==> config.mk <==
export PLATFORM = sky130hd
export DESIGN_NAME = seg_display_reader
export DESIGN_NICKNAME = d
export VERILOG_FILES = /design/src/rtl/seg_display_reader.sv
export SDC_FILE = /design/constraint.sdc
export NUM_CORES = 1
export LEC_CHECK = 0
export CAP_MARGIN = 20
export CORE_ASPECT_RATIO = 1.4
export CORE_MARGIN = 1
export CORE_UTILIZATION = 41
export DETAILED_ROUTE_END_ITERATION = 10
export SYNTH_ARGS = -nofsm -noshare
export SYNTH_HDL_FRONTEND = slang
export SYNTH_SLANG_ARGS = --single-unit
==> constraint.sdc <==
create_clock -name clk_i -period 3.8 [get_ports clk_i]
set_clock_uncertainty 0.1 [all_clocks]
set_input_delay 0.95 -clock clk_i [delete_from_list [all_inputs] [get_ports clk_i]]
set_output_delay 0.95 -clock clk_i [all_outputs]
set_load 0.02 [all_outputs]
==> src/rtl/seg_display_reader.sv <==
// seg_display_reader: decodes a multiplexed 4-digit 7-segment scan back into a
// signed value. Each digit dwell is debounced and captured once, the scan
// order is tracked by a small FSM, and a complete frame is composed into a
// signed result with a one-cycle valid pulse.
module seg_display_reader #(
  parameter int unsigned ANODE_WIDTH   = 4,
  parameter int unsigned SEGMENT_WIDTH = 7,
  parameter int unsigned SETTLE_CYCLES = 4,
  parameter int unsigned VALUE_WIDTH   = 12
) (
  input  logic                     clk_i,
  input  logic                     rst_i,
  input  logic [ANODE_WIDTH-1:0]   anode_i,
  input  logic [SEGMENT_WIDTH-1:0] seg_i,
  output logic [VALUE_WIDTH-1:0]   value_o,
  output logic                     value_valid_o,
  output logic                     is_error_o,
  output logic                     scan_error_o,
  output logic                     bad_glyph_o
);

  localparam int unsigned SlotW = (ANODE_WIDTH > 1) ? $clog2(ANODE_WIDTH) : 1;

  // Internal glyph codes: 0..9 are digits, the rest are markers.
  localparam logic [3:0] CodeMinus = 4'hA;
  localparam logic [3:0] CodeE     = 4'hE;
  localparam logic [3:0] CodeBad   = 4'hF;

  typedef enum logic [1:0] {StSync, StCollect, StEmit} state_e;

  function automatic logic [3:0] decode_glyph(input logic [SEGMENT_WIDTH-1:0] s);
    logic [3:0] code;
    case (s)
      7'b1111110: code = 4'd0;
      7'b0110000: code = 4'd1;
      7'b1101101: code = 4'd2;
      7'b1111001: code = 4'd3;
      7'b0110011: code = 4'd4;
      7'b1011011: code = 4'd5;
      7'b1011111: code = 4'd6;
      7'b1110000: code = 4'd7;
      7'b1111111: code = 4'd8;
      7'b1111011: code = 4'd9;
      7'b1001111: code = CodeE;
      7'b0000001: code = CodeMinus;
      default:    code = CodeBad;
    endcase
    return code;
  endfunction

  // Sampled inputs and settle tracking
  logic [ANODE_WIDTH-1:0]   anode_q;
  logic [SEGMENT_WIDTH-1:0] seg_q;
  logic [7:0]               cnt_q, cnt_d;
  logic                     captured_q, captured_d;

  // Frame state
  state_e                   state_q;
  logic [SlotW-1:0]         expect_q;
  logic [3:0]               d0_q, d1_q, d2_q;
  logic                     neg_q;

  // Registered outputs
  logic [VALUE_WIDTH-1:0]   value_q;
  logic                     valid_q, is_error_q, scan_q, bad_q;

  // Combinational helpers
  logic                     pair_match, dwell_event;
  logic [ANODE_WIDTH-1:0]   anode_minus1;
  logic                     multi_hot, one_hot;
  logic [SlotW-1:0]         slot;
  logic [3:0]               glyph;
  logic                     is_digit, legal;
  logic                     cap_ok, cap_bad, multi_ev;
  logic [VALUE_WIDTH-1:0]   mag, signed_val;
  logic                     err_frame, err_bad;

  // Settle counter, anode classification, glyph legality per slot
  always_comb begin
    pair_match = (anode_i == anode_q) && (seg_i == seg_q);
    if (!pair_match) begin
      cnt_d = '0;
    end else if (cnt_q >= 8'(SETTLE_CYCLES)) begin
      cnt_d = cnt_q;
    end else begin
      cnt_d = cnt_q + 8'd1;
    end
    // cnt_d only equals SETTLE_CYCLES (>= 1) while the pair is held
    dwell_event = (cnt_d == 8'(SETTLE_CYCLES)) && !captured_q;

    anode_minus1 = anode_i - ANODE_WIDTH'(1);
    multi_hot    = |(anode_i & anode_minus1);
    one_hot      = (anode_i != '0) && !multi_hot;

    slot = '0;
    for (int unsigned i = 0; i < ANODE_WIDTH; i++) begin
      if (anode_i[i]) slot = SlotW'(i);
    end

    glyph    = decode_glyph(seg_i);
    is_digit = (glyph <= 4'd9);
    case (int'(slot))
      0:       legal = is_digit || (glyph == CodeE);
      1, 2:    legal = is_digit;
      3:       legal = (glyph == 4'd0) || (glyph == CodeMinus);
      default: legal = 1'b0;
    endcase

    cap_ok   = dwell_event && one_hot && legal;
    cap_bad  = dwell_event && one_hot && !legal;
    multi_ev = dwell_event && multi_hot;

    // One capture per dwell; a new anode value re-arms the capture
    if (anode_i != anode_q) begin
      captured_d = 1'b0;
    end else if (dwell_event && (anode_i != '0)) begin
      captured_d = 1'b1;
    end else begin
      captured_d = captured_q;
    end
  end

  // Frame composition from the captured slots
  always_comb begin
    mag = VALUE_WIDTH'(d2_q) * VALUE_WIDTH'(100)
        + VALUE_WIDTH'(d1_q) * VALUE_WIDTH'(10)
        + VALUE_WIDTH'(d0_q);
    // Two's complement negate; -0 naturally yields 0
    signed_val = neg_q ? (~mag + VALUE_WIDTH'(1)) : mag;
    err_frame  = (d0_q == CodeE) && (d1_q == 4'd0) && (d2_q == 4'd0) && !neg_q;
    err_bad    = (d0_q == CodeE) && !err_frame;
  end

  // Sampling, slot capture, frame FSM and registered outputs
  always_ff @(posedge clk_i) begin
    if (rst_i) begin
      anode_q    <= '0;
      seg_q      <= '0;
      cnt_q      <= '0;
      captured_q <= 1'b0;
      state_q    <= StSync;
      expect_q   <= '0;
      d0_q       <= '0;
      d1_q       <= '0;
      d2_q       <= '0;
      neg_q      <= 1'b0;
      value_q    <= '0;
      valid_q    <= 1'b0;
      is_error_q <= 1'b0;
      scan_q     <= 1'b0;
      bad_q      <= 1'b0;
    end else begin
      anode_q    <= anode_i;
      seg_q      <= seg_i;
      cnt_q      <= cnt_d;
      captured_q <= captured_d;
      valid_q    <= 1'b0;
      scan_q     <= 1'b0;
      bad_q      <= 1'b0;

      if (cap_ok) begin
        case (int'(slot))
          0:       d0_q  <= glyph;
          1:       d1_q  <= glyph;
          2:       d2_q  <= glyph;
          default: neg_q <= (glyph == CodeMinus);
        endcase
      end

      case (state_q)
        StSync: begin
          if (cap_ok && (slot == '0)) begin
            state_q  <= StCollect;
            expect_q <= SlotW'(1);
          end
        end
        StCollect: begin
          if (cap_ok) begin
            if (slot == expect_q) begin
              if (expect_q == SlotW'(ANODE_WIDTH - 1)) begin
                state_q <= StEmit;
              end else begin
                expect_q <= expect_q + SlotW'(1);
              end
            end else begin
              scan_q <= 1'b1;
              // A units digit out of turn starts a new frame right away
              if (slot == '0) begin
                expect_q <= SlotW'(1);
              end else begin
                state_q <= StSync;
              end
            end
          end
        end
        StEmit: begin
          if (err_bad) begin
            bad_q <= 1'b1;
          end else begin
            valid_q    <= 1'b1;
            value_q    <= err_frame ? '0 : signed_val;
            is_error_q <= err_frame;
          end
          if (cap_ok && (slot == '0)) begin
            state_q  <= StCollect;
            expect_q <= SlotW'(1);
          end else begin
            state_q <= StSync;
          end
        end
        default: state_q <= StSync;
      endcase

      // Scan faults and illegal glyphs always abort the frame in progress
      if (multi_ev || cap_bad) state_q <= StSync;
      if (multi_ev) scan_q <= 1'b1;
      if (cap_bad)  bad_q  <= 1'b1;
    end
  end

  assign value_o       = value_q;
  assign value_valid_o = valid_q;
  assign is_error_o    = is_error_q;
  assign scan_error_o  = scan_q;
  assign bad_glyph_o   = bad_q;

endmodule
==> qor.txt, run 1 <==
Crit Path Class: reg -> reg
Max-slew headroom: 51.9%
max-cap violations: 0
most used cell, CP: ha_1
fin cells: 577
synthesized cell area: 3730 sq um
Die Y: 115 um
Clk pin slew, worst setup/hold paths: 0.07 ns
Seq pwr share: 51.1%
Clock power frac: 39.4%
sw frac: 23.0%
Internal: 0.000850 W
CP max FO: 3
Yosys warning total: 0
Rows: 40
Async S/R FF share, synth: 0%
total clock sinks: 53
min-delay worst type: reg -> reg
syn avg cell area: 8.71 sq um
vias in the first global route: 3,086
Tot Pwr: 0.00110 W
max layer used: met4
Residual DRC: 0
largest net degree at the start of global routing: 31
Final GP Congestion: 0.799
CP max stage cell: or3_1
dpl cells: 569
GRT Residual Overflow: 0
number of synthesized register bits: 53
average routed wire per standard cell: 14.3 um
Core Util, Final: 51.0%
fmax: 272 MHz
Req. time, crit path: 3.87 ns
Comb pwr share: 9.5%
cts bufs inserted: 5
status: finished, final reports clean
initial antenna violation count: 0
WL met3: 154 um
total track usage: 19.1%
M1 WL: 3.36 mm
Worst setup SP type: register
Pwr per Cell Area: 248 nW/um^2
P_leak: 1.94 nW
post-synthesis cell type count: 66
Post-Syn Nets: 481
Clock Latency Late Sink: 0.29 ns
Final min period: 3.67 ns
share of post-route cells with drive strength above 1: 15.5%
Crit path buffers/inverters: 1
period utilization: 96.6%
final WL: 8.26 mm
CTS tree: built
final setup fails: 0
Slew @ Worst Pin: 0.714 ns
chip width: 82.6 um
htree depth: 2
max-slew violation total from the final report: 0
Root Buffer: clkbuf_16
Pre-Repair DR Iteration Count: 4
arrival time of the worst setup path: 3.75 ns
hpwl dp: 6.58 mm
ANT nets after route: 0
die area: 9480 sq um
initial core utilization: 42.8%
CTS max path bufs: 2
IO Port Bufs: 28
Post-synth EDFFs: 0
r2r setup slk: 0.13 ns
Worst path top cell family by delay: adder cells
Hold Violations, Final: 0
Layout area overhead: 19.2%
Boundary Pins: 29
critical path endpoint category: register
nets: 524
first-pass GRT wire length: 14.0 mm
Antenna Cells: 0
switching pwr: 0.000254 W
DRT iter0 DRCs: 102
vias: 3,115
Top FF cell, synth: dfxtp_1
Cells after Synth: 428
wire length on met2: 4.60 mm
register area share after synthesis: 28.5%
CORE AREA: 8710 sq um
worst vdd ir: 0.000313 V
critical path cell sequence: ha_1 -> ha_1 -> fa_2 -> xor2_1 -> ha_1 -> ha_4 -> or2_2 -> nor2_2 -> a221oi_2 -> buf_4 -> or3_1 -> o41a_1 -> xnor2_1 -> o21ai_0
# hold bufs at CTS: 0
vias per std cell: 5.40
Largest stage delay, worst path: 0.39 ns
==> worst register-to-register path, cell delays in order, from the launching register on <==
cell	delay [ns]
dfxtp_1	0.32
ha_1	0.30
ha_1	0.23
fa_2	0.34
xor2_1	0.15
ha_1	0.34
ha_4	0.26
or2_2	0.29
nor2_2	0.10
a221oi_2	0.05
buf_4	0.15
or3_1	0.39
o41a_1	0.34
xnor2_1	0.13
o21ai_0	0.08
==> what timing repair did <==
item	CTS	global route
pin swaps	0	5
endpoints found under the setup margin	1	3
gates resized for setup	1	16
buffers inserted	0	0
==> cell usage after synthesis, drive strengths merged, types with 4 or more instances <==
cell type / n / share of area, %
o21ai: 18 / 2.4
nand2: 39 / 4.5
clkbuf: 9 / 1.2
or2: 6 / 1.0
xnor2: 21 / 4.9
ha: 35 / 12
a31o: 5 / 1.2
buf: 11 / 2.8
mux2i: 11 / 3.0
inv: 25 / 2.5
and2: 9 / 1.5
xor2: 8 / 1.9
a21oi: 16 / 2.2
and3: 11 / 1.9
a211oi: 4 / 1.1
nor2b: 12 / 2.0
nand3: 9 / 1.3
nor3: 12 / 1.6
o211ai: 4 / 0.81
a32oi: 6 / 1.4
nand4: 4 / 0.67
or3: 5 / 0.84
a31oi: 6 / 1.0
fa: 5 / 2.7
nor2: 37 / 3.7
dfxtp: 53 / 28
==> registers in the layout, summed over array words and instances (netlist names) <==
signal and flops:
anode_q 4, bad_glyph_o 1, captured_q 1, cnt_q 8
d0_q 4, d1_q 4, d2_q 4, expect_q 2
is_error_o 1, neg_q 1, scan_error_o 1, seg_q 7
state_q 2, value_o 12, value_valid_o 1
==> worst paths after layout <==
kind,endpoint,start,cells past startpoint
worst min register to register,value_o[10],value_o[10],2
worst max-delay path,value_o[10],d1_q[1],14
worst max register to register,value_o[10],d1_q[1],14
worst min-delay path,value_o[10],value_o[10],2
==> power groups by stage <==
stage / registers [W] / clock network [W] / logic, W
after floorplan: 0.000576 / 0 / 0.0000758
after global placement: 0.000577 / 0 / 0.000104
after detailed placement: 0.000577 / 0 / 0.000105
after CTS: 0.000564 / 0.000451 / 0.000106
after global routing: 0.000564 / 0.000473 / 0.000115
final: 0.000564 / 0.000435 / 0.000104
==> placed cells by master (no fill, tap or decap), types with 3 or more instances in the layout <==
cell	n
dfxtp_1	52
nor2_1	36
nand2_1	36
ha_1	31
clkdlybuf4s50_1	28
buf_4	27
inv_1	25
xnor2_1	21
o21ai_0	17
a21oi_1	14
nor3_1	12
nor2b_1	12
mux2i_1	11
nand3_1	8
and3_1	8
xor2_1	8
and2_1	7
a31oi_1	6
a32oi_1	6
or2_2	6
or3_1	5
clkbuf_16	5
nand4_1	4
a31o_1	4
o211ai_1	4
fa_1	4
ha_4	4
nand3b_1	3
nor4_1	3
nand2_4	3
and3_2	3
==> metal layers <==
| metal | GRT usage (%) | up-vias |
|---|---|---|
| met4 | 6.21 | 0 |
| met1 | 20.8 | 1465 |
| met5 | 0 | - |
| met2 | 36.5 | 42 |
| li1 | - | 1595 |
| met3 | 2.94 | 13 |
==> cell type report <==
class	instances	area, sq um
Fill cell	865	4270
Multi-Input combinational cell	330	2510
Sequential cell	53	1060
Timing Repair Buffer	56	503
Tap cell	105	131
Clock buffer	6	129
Inverter	25	93.8
Clock inverter	2	10.0
==> cell families after synthesis <==
logic type	after synthesis	synth area share, %
multiplexers	11	2.96
flip-flops	53	28.5
AO/OA/AOI/OAI	83	16.7
buffers and inverters	45	6.51
adder cells (fa/ha/maj)	40	14.4
AND/OR/NAND/NOR	167	24.1
XOR/XNOR	29	6.82
==> through the flow <==
stage | setup WS (ns) | setup TNS [ns] | hold WS (ns) | area, sq um
after detailed placement | 0.0203 | 0 | 0.343 | 4210
after CTS | 0.0289 | 0 | 0.359 | 4350
after global placement | 0.111 | 0 | 0.342 | 4200
after floorplan | 0.162 | 0 | 0.353 | 3730
final | 0.128 | 0 | 0.353 | 4440
after global routing | -0.00251 | -0.00251 | 0.370 | 4440
(Power assumes the default switching activity.)
==> run 2: changes to the inputs <==
--- a/config.mk
+++ b/config.mk
@@ -5,6 +5,7 @@
 export SDC_FILE = /design/constraint.sdc
 export NUM_CORES = 1
 export LEC_CHECK = 0
+export ABC_AREA = 1
 export CAP_MARGIN = 20
 export CORE_ASPECT_RATIO = 1.4
 export CORE_MARGIN = 1
==> run 2 against run 1 <==
Sequential power barely moved; count of clock-buffer cells in the layout fell by 1; non-clock buffer count fell by 27; fmax rose by 4.6%; setup slack improved by 0.16 ns; wire length fell by 7.9%; core utilization fell by 0.97 points; combinational power fell by 20%; critical endpoint is now value_o[11]; largest cell class unchanged.
==> qor.txt, run 2 <==
status: finished, final reports clean
ANT nets after route: 0
sw frac: 22.2%
Crit Path Class: reg -> reg
largest net degree at the start of global routing: 30
Async S/R FF share, synth: 0%
Max-slew headroom: 69.1%
Comb pwr share: 7.2%
nets: 576
worst hold slack: 0.328 ns
Post-synth EDFFs: 0
min-delay worst type: reg -> reg
Slew @ Worst Pin: 0.461 ns
Core Util, Final: 50.1%
setup TNS: 0 ns
fmax: 285 MHz
DRT iter0 DRCs: 81
worst vdd ir: 0.000214 V
total clock sinks: 53
first-pass GRT wire length: 13.2 mm
vias per std cell: 4.96
post_cts resized: 0
die area: 9020 sq um
hpwl dp: 6.26 mm
dpl cells: 618
register area: 1060 sq um
Rows: 39
htree depth: 2
most frequent cells after synthesis: nand2_1, nor2_1, inv_1, dfxtp_1, a21oi_1
most frequent cell after synthesis: nand2_1
syn avg cell area: 7.18 sq um
Boundary Pins: 29
critical path endpoint category: register
fillers: 848
Worst setup SP type: register
Hold Violations, Final: 0
share of post-route cells with drive strength above 1: 7.27%
Seq pwr share: 48.7%
IO Port Bufs: 28
total track usage: 18.7%
footprint of the multi-input gates: 2220 sq um
max-cap violations: 0
Pre-Repair DR Iteration Count: 4
commonest non-fill, non-tap cell in the layout: nand2_1
Yosys top cell by area: dfxtp_1
Clock power frac: 44.1%
cts bufs inserted: 5
RSZ-0062 raised after global routing: false
Clk pin slew, worst setup/hold paths: 0.07 ns
Yosys top cell area share: 30.0%
Top FF cell, synth: dfxtp_1
arrival time of the worst setup path: 3.64 ns
Yosys warning total: 0
Final GP Congestion: 0.844
P_leak: 1.89 nW
Layout area overhead: 16.6%
Final min period: 3.51 ns
number of synthesized register bits: 53
Req. time, crit path: 3.93 ns
# hold bufs at CTS: 0
Post-Syn Nets: 546
placed inst area: 3930 sq um
Root Buffer: clkbuf_16
chip width: 80.5 um
post-synthesis cell type count: 35
max-slew violation total from the final report: 0
switching pwr: 0.000257 W
initial antenna violation count: 0
Clock Latency Late Sink: 0.29 ns
Internal: 0.000901 W
CTS max path bufs: 2
top cells by area, synth: dfxtp_1, ha_1, nand2_1
initial core utilization: 42.9%
synthesized cell area: 3540 sq um
vias in the first global route: 3,076
commonest cells after routing, fill and taps aside: nand2_1, nor2_1, inv_1
register area share after synthesis: 30.0%
fin area: 4130 sq um
fin cells: 625
max FFs per register: 12
period utilization: 92.4%
average routed wire per standard cell: 12.2 um
Cells after Synth: 493
Post-CTS Setup Bufs: 0
final setup fails: 0
CORE AREA: 8250 sq um
Pwr per Cell Area: 281 nW/um^2
Antenna Cells: 0
CP max FO: 4
vias: 3,100
Residual DRC: 0
GRT Residual Overflow: 0
Die Y: 112 um
final WL: 7.60 mm
CTS tree: built
-- run 2: cell types whose count changed after synthesis, sizes merged, moves of 8 or more --
cell   delta
nor2     +36
a21oi    +24
buf       -9
nand3    +22
and3     -11
nor3      -8
and2      -9
nor2b    -12
mux2i    -11
nand2    +65
inv      +44
-- run 2: final cells by class --
class	count	area share, %
inverters	71	6.52
clock inverters	2	0.849
multi-input cells	363	53.8
repair buffers	29	6.97
clock buffers	5	3.03
well taps	102	3.09
flip-flops and latches	53	25.8
-- run 2: metrics by stage --
stage	total power, W	setup slack, ns
2_1_floorplan	0.000630	0.418
3_3_place_gp	0.000661	0.161
3_5_place_dp	0.000661	0.122
4_1_cts	0.00117	0.104
5_1_grt	0.00120	0.00516
6_report	0.00116	0.289
-- run 2: layer usage --
metal | vias to the layer above | part of all wire, % | GRT usage, %
met3 | 16 | 1.7 | 2.62
met2 | 42 | 56 | 36.4
met5 | - | 0 | 0
met1 | 1412 | 39 | 18.5
met4 | 0 | 3.6 | 9.29
li1 | 1630 | - | -
-- run 2: final timing paths --
check                              start     endpoint  slack [ns]  cells after the start
worst max-delay path             d1_q[1]  value_o[11]        0.29                     19
worst min-delay path            cnt_q[7]     cnt_q[7]        0.33                      2
worst max register to register   d1_q[1]  value_o[11]        0.29                     19
worst min register to register  cnt_q[7]     cnt_q[7]        0.33                      2
-- run 2: cells by family (layout without fill, tap and decap cells) --
group           count (synthesis)  count (layout)  synth area share (%)
xor+xnor                       29              29                  7.17
simple gates                  227             227                  29.2
fa+ha+maj                      40              40                  15.2
compound gates                 67              67                  10.1
flops                          53              53                  30.0
buf+inv                        77             107                  8.34
-- run 2: power groups by stage --
stage	Clock [W]	Sequential, W	Combinational, W
2_1_floorplan	0	0.000576	0.0000533
3_3_place_gp	0	0.000577	0.0000839
3_5_place_dp	0	0.000577	0.0000844
4_1_cts	0.000526	0.000564	0.0000846
5_1_grt	0.000544	0.000564	0.0000946
6_report	0.000511	0.000564	0.0000837
-- run 2: critical path, stage by stage, from the launching register on --
cell and delay (ns):
dfxtp_1 0.40, ha_1 0.26, ha_1 0.23, fa_1 0.38
xor2_1 0.15, ha_1 0.28, ha_1 0.33, inv_1 0.12
o21bai_1 0.12, nor2_1 0.11, nand2_1 0.09, xnor2_2 0.22
nand3_1 0.14, inv_1 0.07, nand3_1 0.09, nand2_1 0.08
nand2_1 0.05, nand2_1 0.05, nand2_1 0.04, a21oi_1 0.11
